File: config.mk
export PLATFORM = sky130hd
export DESIGN_NAME = riscv_decode_issue
export DESIGN_NICKNAME = d
export VERILOG_FILES = /design/src/rtl/riscv_decode_issue.sv
export SDC_FILE = /design/constraint.sdc
export NUM_CORES = 1
export LEC_CHECK = 0
export ABC_AREA = 1
export CAP_MARGIN = 5
export CORE_MARGIN = 1.5
export CORE_UTILIZATION = 54
export CTS_BUF_LIST = sky130_fd_sc_hd__clkbuf_8
export DETAILED_ROUTE_END_ITERATION = 6
export PLACE_DENSITY = 0.94
export SYNTH_ARGS = -nofsm -noshare
export SYNTH_HDL_FRONTEND = slang
export SYNTH_SLANG_ARGS = --single-unit
File: constraint.sdc
create_clock -name clk -period 5.9 [get_ports clk]
set_clock_uncertainty 0.05 [all_clocks]
set_input_delay 1.18 -clock clk [delete_from_list [all_inputs] [get_ports clk]]
set_output_delay 1.18 -clock clk [all_outputs]
set_load 0.02 [all_outputs]
File: src/rtl/riscv_decode_issue.sv
// riscv_decode_issue
//   RV32I decode/issue stage. Decodes one fetched instruction per cycle and
//   holds the decoded fields for the execute stage (alu) in an output register
//   backed by one skid entry. Order is preserved and nothing is dropped under
//   backpressure.
//
// Optional feature macro: DEC_ILLEGAL_CHK_EN
//   defined   -> dec_illegal flags malformed/unsupported encodings
//   undefined -> dec_illegal tied to 0, no check logic
//
// Ports
//   clk, rst_n             clock (rising edge), async active-low reset
//   flush                  synchronous kill of both buffered entries
//   in_valid/in_ready      input handshake; in_instr, in_pc payload
//   out_valid/out_ready    output handshake toward execute
//   out_pc                 pc of the decoded instruction
//   alu_opcode/ir30/func3  alu control fields
//   rs1_addr/rs2_addr/rd_addr  register addresses (rd=0 for STORE/BRANCH)
//   imm, use_imm           immediate and alu in2 select
//   dec_illegal            illegal-instruction flag
module riscv_decode_issue #(
  parameter int WIDTH = 32
) (
  input  logic             clk,
  input  logic             rst_n,
  input  logic             flush,
  input  logic             in_valid,
  output logic             in_ready,
  input  logic [31:0]      in_instr,
  input  logic [WIDTH-1:0] in_pc,
  output logic             out_valid,
  input  logic             out_ready,
  output logic [WIDTH-1:0] out_pc,
  output logic [6:0]       alu_opcode,
  output logic             alu_ir30,
  output logic [2:0]       alu_func3,
  output logic [4:0]       rs1_addr,
  output logic [4:0]       rs2_addr,
  output logic [4:0]       rd_addr,
  output logic [WIDTH-1:0] imm,
  output logic             use_imm,
  output logic             dec_illegal
);

  localparam logic [6:0] OPC_OPIMM  = 7'b0010011;
  localparam logic [6:0] OPC_LOAD   = 7'b0000011;
  localparam logic [6:0] OPC_JALR   = 7'b1100111;
  localparam logic [6:0] OPC_STORE  = 7'b0100011;
  localparam logic [6:0] OPC_BRANCH = 7'b1100011;
  localparam logic [6:0] OPC_LUI    = 7'b0110111;
  localparam logic [6:0] OPC_AUIPC  = 7'b0010111;
  localparam logic [6:0] OPC_JAL    = 7'b1101111;
  localparam logic [6:0] OPC_OP     = 7'b0110011;

  typedef struct packed {
    logic [WIDTH-1:0] pc;
    logic [6:0]       opcode;
    logic             ir30;
    logic [2:0]       func3;
    logic [4:0]       rs1;
    logic [4:0]       rs2;
    logic [4:0]       rd;
    logic [WIDTH-1:0] imm;
    logic             use_imm;
    logic             illegal;
  } dec_t;

  function automatic logic is_shift_imm(input logic [31:0] i);
    return (i[6:0] == OPC_OPIMM) && (i[13:12] == 2'b01);
  endfunction

  // 32-bit immediate, sign-extended to WIDTH from bit 31 afterwards.
  // Shift-imm keeps bit 31 clear so the extension is a zero-extension.
  function automatic logic signed [WIDTH-1:0] imm_dec(input logic [31:0] i);
    logic signed [31:0] v;
    v = '0;
    case (i[6:0])
      OPC_OPIMM, OPC_LOAD, OPC_JALR: begin
        if (is_shift_imm(i)) v = {27'b0, i[24:20]};
        else                 v = {{20{i[31]}}, i[31:20]};
      end
      OPC_STORE:         v = {{20{i[31]}}, i[31:25], i[11:7]};
      OPC_BRANCH:        v = {{19{i[31]}}, i[31], i[7], i[30:25], i[11:8], 1'b0};
      OPC_LUI, OPC_AUIPC: v = {i[31:12], 12'b0};
      OPC_JAL:           v = {{11{i[31]}}, i[31], i[19:12], i[20], i[30:21], 1'b0};
      default:           v = '0;
    endcase
    return WIDTH'(v);
  endfunction

`ifdef DEC_ILLEGAL_CHK_EN
  function automatic logic illegal_dec(input logic [31:0] i);
    logic bad;
    bad = (i[1:0] != 2'b11);
    case (i[6:0])
      OPC_OPIMM: begin
        if (is_shift_imm(i) && (i[31:25] != 7'b0000000) && (i[31:25] != 7'b0100000))
          bad = 1'b1;
      end
      OPC_OP: begin
        if ((i[31:25] != 7'b0000000) && (i[31:25] != 7'b0100000))
          bad = 1'b1;
        else if ((i[31:25] == 7'b0100000) && (i[14:12] != 3'b000) && (i[14:12] != 3'b101))
          bad = 1'b1;
      end
      OPC_LOAD, OPC_JALR, OPC_STORE, OPC_BRANCH,
      OPC_LUI, OPC_AUIPC, OPC_JAL: ;
      default: bad = 1'b1;
    endcase
    return bad;
  endfunction
`endif

  // Stage p0: combinational decode of the incoming instruction
  dec_t dec_p0;
  always_comb begin
    dec_p0         = '0;
    dec_p0.pc      = in_pc;
    dec_p0.opcode  = in_instr[6:0];
    dec_p0.func3   = in_instr[14:12];
    dec_p0.rs1     = in_instr[19:15];
    dec_p0.rs2     = in_instr[24:20];
    dec_p0.rd      = ((in_instr[6:0] == OPC_STORE) || (in_instr[6:0] == OPC_BRANCH))
                     ? 5'd0 : in_instr[11:7];
    // ir30 only selects SUB/SRA/SRAI; gating it keeps ADDI and friends from subtracting.
    dec_p0.ir30    = in_instr[30] & ((in_instr[6:0] == OPC_OP) ||
                     ((in_instr[6:0] == OPC_OPIMM) && (in_instr[14:12] == 3'b101)));
    dec_p0.imm     = imm_dec(in_instr);
    dec_p0.use_imm = !((in_instr[6:0] == OPC_OP) || (in_instr[6:0] == OPC_BRANCH));
`ifdef DEC_ILLEGAL_CHK_EN
    dec_p0.illegal = illegal_dec(in_instr);
`else
    dec_p0.illegal = 1'b0;
`endif
  end

  // Stage p1: output register plus skid entry
  dec_t out_p1;
  dec_t skid_p1;
  logic vld_p1;
  logic skid_vld_p1;
  logic acc;
  logic out_free;

  assign in_ready = !skid_vld_p1;
  assign acc      = in_valid && !skid_vld_p1;
  assign out_free = !vld_p1 || out_ready;

  always_ff @(posedge clk or negedge rst_n) begin
    if (!rst_n) begin
      vld_p1      <= 1'b0;
      skid_vld_p1 <= 1'b0;
      out_p1      <= '0;
    end else if (flush) begin
      vld_p1      <= 1'b0;
      skid_vld_p1 <= 1'b0;
    end else if (out_free) begin
      // skid is always older than anything arriving now; while skid is full
      // in_ready is low, so acc cannot coincide with this move.
      if (skid_vld_p1) begin
        out_p1      <= skid_p1;
        vld_p1      <= 1'b1;
        skid_vld_p1 <= 1'b0;
      end else if (acc) begin
        out_p1 <= dec_p0;
        vld_p1 <= 1'b1;
      end else begin
        vld_p1 <= 1'b0;
      end
    end else if (acc) begin
      skid_vld_p1 <= 1'b1;
    end
  end

  always_ff @(posedge clk) begin
    if (!out_free && acc && !flush)
      skid_p1 <= dec_p0;
  end

  assign out_valid   = vld_p1;
  assign out_pc      = out_p1.pc;
  assign alu_opcode  = out_p1.opcode;
  assign alu_ir30    = out_p1.ir30;
  assign alu_func3   = out_p1.func3;
  assign rs1_addr    = out_p1.rs1;
  assign rs2_addr    = out_p1.rs2;
  assign rd_addr     = out_p1.rd;
  assign imm         = out_p1.imm;
  assign use_imm     = out_p1.use_imm;
  assign dec_illegal = out_p1.illegal;

endmodule

---- Word-level counts from Yosys, hierarchy flattened ----
Index checks and enable logic that the tools add are counted.
cells by class
  eq/ne operators ......................... 11
  mux-type cells .......................... 12
  bitwise gates (word level) .............. 2
  reductions and logical operators ........ 20
operator list
  operator              count
  $mux W92              2
  $pmux W32 S5          1
  $mux W32              1
  $eq A7 B6 Y1 const B  3
  $eq A7 B7 Y1 const B  3
  $eq A7 B5 Y1 const B  2
  $eq A7 B2 Y1 const B  1
  $mux W1               7
  $logic_and A1 B1 Y1   5
  $logic_not A1 Y1      5
  $mux W5               1
  $logic_or A1 B1 Y1    4
  $reduce_bool A2 Y1    2
  $eq A3 B3 Y1 const B  1
  $reduce_and A3 Y1     1
  $reduce_bool A3 Y1    1
  $reduce_or A3 Y1      1
  $eq A2 B1 Y1 const B  1
  $reduce_or A2 Y1      1
  $and A1 B1 Y1         1
  $not A1 Y1            1
storage, ports and cells
  flip-flop bits (word level) ............. 185
  input bits .............................. 69
  logic and storage cells ................. 66

---- Depth between registers and ports, before layout ----
  depth after elaboration ................. 6
  gate-level depth with buffers ........... 11
  mapped depth without buffers ............ 9

---- Worst setup path before layout ----
No wires, ideal clock.
  path type ............................... input to register
  start point ............................. input out_ready
  end point ............................... register skid_p1[10] (netlist bit) (enable)
  setup time .............................. 0.541 ns
  arrival ................................. 5.282 ns
  data required time ...................... 5.309 ns
  slack ................................... 0.027 ns
  stages on the path ...................... 3
  buffers on the path ..................... 0
  path through ............................ nor2_1 -> nand2_1 -> nor2_1
between the ends
  longest elaborated chain between the ends .. 4
RTL lines
  item                              RTL line  RTL
  start, declared                   32        input logic out_ready,
  $logic_or A1 B1 Y1                147       assign out_free = !vld_p1 || out_ready;
  $logic_not A1 Y1                  176       if (!out_free && acc && !flush)
  $logic_and A1 B1 Y1 (2 in a row)  176
  end signal, assigned              177       skid_p1 <= dec_p0;
  end, declared                     139       dec_t skid_p1;
Every way passes these cells.
A chain may end at the register's enable or synchronous reset.

---- Worst setup path in the final report ----
  start point ............................. register skid_vld_p1
  end point ............................... output in_ready
between the ends
  longest elaborated chain between the ends .. 1
RTL lines
  item                    RTL line  RTL
  start, declared         141       logic skid_vld_p1;
  start signal, assigned  152       skid_vld_p1 <= 1'b0;
  start signal, assigned  156       skid_vld_p1 <= 1'b0;
  start signal, assigned  163       skid_vld_p1 <= 1'b0;
  $logic_not A1 Y1        145       assign in_ready = !skid_vld_p1;
  end, declared           28        output logic in_ready,
Every way passes these cells.

==> impl_metrics.json <==
{
  "place.port_buffers": 161,
  "ys.flop_type": "dfrtp_1",
  "outcome": "finished, final reports clean",
  "slew_violations": 0,
  "setup_viol": 0,
  "synth.distinct_cells": 31,
  "async_flop_share_pct": 50.5,
  "synth_common_cells": "nand2_1, nor2_1, dfrtp_1",
  "row_count": 44,
  "power_leakage_nw": 4.73,
  "cts_buffers": 17,
  "cts_setup_buffers": 0,
  "antenna_found_initial": 0,
  "p_switching_mw": 0.804,
  "core_area_sq_um": 14700,
  "seq_power_share_pct": 50.4,
  "area_delta_synth_final_pct": 24.9,
  "drtIter0Drc": 610,
  "nets": 1090,
  "hold_viol": 0,
  "crit_type": "reg -> out",
  "required_ps": 4670,
  "crit_path_end_kind": "output pin",
  "clk_latency_ps": 470,
  "place_ws_ps": 2010,
  "setup_ws_ps": 2270,
  "grt_setup_unrepaired": "false",
  "p_per_area_nw_per_um2": 289,
  "post-synth-top-count-cell": "nand2_1",
  "wire_per_inst_um": 16.4,
  "yosys.area.top_type_share_pct": 33.2,
  "ys_seq_area_share_pct": 61.4,
  "start_util_pct": 56.1,
  "clock-sinks": 184,
  "fin_tns_setup_ps": 0,
  "cts_resized": 0,
  "synth_edf_count": 91,
  "p_int_mw": 2.17,
  "clkSlewWorstSetupHoldPaths_ps": 90,
  "yosys-top-cells-area": "edfxtp_1, dfrtp_1, nand2_1",
  "hp-start": "rs1_addr[1]",
  "io_pins": 163,
  "start_kind": "flip-flop",
  "grt_pass1_vias": 6402,
  "cts_max_level": 4,
  "hold_buffers": 0,
  "r2r_cells": 7,
  "cts_tree": "done",
  "yosysWarnings": 0,
  "track_usage_pct": 25.8,
  "grt_overflow": 0,
  "fin_crit_sh_pct": 61.6,
  "yosysTopAreaCell": "edfxtp_1",
  "grt_pass1_wl_um": 32200,
  "finalPower_mw": 2.98,
  "cp_max_fo": 53,
  "r2r_slack_ps": 3210,
  "hpwl_um": 13200,
  "worst_pin_slew_ps": 868,
  "ant_nets": 0,
  "synthCells": 887,
  "post_synth.cell_area_avg_sq_um": 9.29,
  "pwr-share-clk_pct": 31.1,
  "netlist_area_sq_um": 8240,
  "cp.arrival_ps": 2400,
  "first_pass_iters": 5,
  "fmax_ghz": 0.275,
  "p_sw_share_pct": 27.0,
  "dieArea_sq_um": 16000,
  "root_buffer": "clkbuf_8",
  "pwr-share-comb_pct": 18.5,
  "synth_nets": 956,
  "grt_start_max_net_pins": 84,
  "hp-class": "reg -> reg",
  "die_x_um": 127,
  "vias": 6689,
  "routed_wirelength_um": 20000,
  "drc": 0,
  "period_needed_ps": 3630,
  "cap_violations": 0,
  "drive_gt1_share_pct": 6.67,
  "cts_buffer_depth": 2,
  "fill_cells": 1047,
  "num_antenna_cells": 0,
  "r2r_end": "out_pc[22]",
  "max_slew_margin_pct": 42.1,
  "routabilityCongestion": 0.828,
  "reg2reg_from": "skid_vld_p1",
  "vias_per_cell": 5.49,
  "whs_endpoint": "rs1_addr[1]",
  "ir_drop_mv": 0.146,
  "die_h_um": 127,
  "ys_ff_latch": 184,
  "hold_depth": 2
}
[cell families (layout without fill, tap and decap cells)]
| logic type | count (synthesis) | in the layout | synth area share, % |
|---|---|---|---|
| AOI/OAI and AO/OA | 81 | 81 | 6.32 |
| buffers and inverters | 87 | 234 | 5.10 |
| other | 1 | 1 | 0.0455 |
| and+or+nand+nor | 534 | 534 | 27.1 |
| DFF | 184 | 184 | 61.4 |
[through the flow]
stage	hold slack (ps)	std cells	util (%)	instance area [sq um]
after global placement	412	1186	67.0	9850
after detailed placement	416	1186	67.0	9850
after floorplan	451	887	-	8240
final	437	1218	70.0	10300
after global routing	461	1218	70.0	10300
after CTS	439	1218	70.0	10300
[area by class of cell]
cell class	instances	area, sq um	share of cell area, %
Clock buffer	19	262	2.54
Sequential cell	184	5060	49.2
Multi-Input combinational cell	616	2770	26.9
Inverter	34	133	1.29
Tap cell	184	230	2.24
Clock inverter	13	178	1.73
Timing Repair Buffer	168	1660	16.1
[worst max-delay path, cell delays in order (launching register included)]
cell and delay, ps:
dfrtp_2 390, buf_4 300, inv_4 480, clkdlybuf4s50_1 710
[per-layer routing]
layer	share of wire [%]	up-vias	global-route usage, %
met4	2.8	0	11.2
li1	-	3179	-
met5	0	-	0
met2	49	284	43.0
met1	42	3181	33.2
met3	6.2	45	4.89
[flip-flops by register name, indices dropped and copies added (netlist names)]
name	cells
skid_vld_p1	1
alu_func3	3
alu_opcode	7
rs2_addr	5
alu_ir30	1
use_imm	1
imm	32
skid_p1	91
rs1_addr	5
out_valid	1
out_pc	32
rd_addr	5
[power groups by stage]
stage                     combinational (mW)  clock, mW  sequential (mW)
final                                  0.551      0.924             1.50
after global routing                   0.592      0.986             1.51
after CTS                              0.554      0.937             1.50
after detailed placement               0.552          0             1.52
after global placement                 0.538          0             1.52
after floorplan                        0.155          0             1.63
[how the worst max path moves through the flow]
| stage | from | endpoint | slack, ps |
|---|---|---|---|
| floorplan | out_ready | skid_p1[10] | 30 |
| global placement | in_instr[5] | imm[28] | 2150 |
| detailed placement | in_instr[5] | imm[23] | 2010 |
| CTS | skid_vld_p1 | in_ready | 2270 |
| global route | skid_vld_p1 | in_ready | 2170 |
| finish | skid_vld_p1 | in_ready | 2270 |
[cells in the final DEF, fill, tap and decap left out, types with 2 or more instances in the layout]
cell | synthesis | routed
inv_1 | 30 | 32
nand2_2 | 4 | 4
a21oi_1 | 2 | 2
nand3_1 | 76 | 76
bufinv_16 | 0 | 4
clkbuf_8 | 0 | 19
nor2_8 | 2 | 2
o21ai_1 | 3 | 3
clkinvlp_4 | 0 | 3
nor2_1 | 193 | 192
inv_4 | 0 | 2
dfrtp_1 | 93 | 92
clkdlybuf4s50_1 | 0 | 160
nand3_4 | 2 | 2
inv_2 | 4 | 2
clkinv_2 | 0 | 2
buf_4 | 8 | 8
edfxtp_1 | 91 | 91
o21ai_0 | 31 | 31
o31ai_1 | 42 | 42
nor2_4 | 2 | 3
nor2_2 | 11 | 11
nand2_1 | 238 | 238
Note: power is estimated with default switching activity, not from simulation.
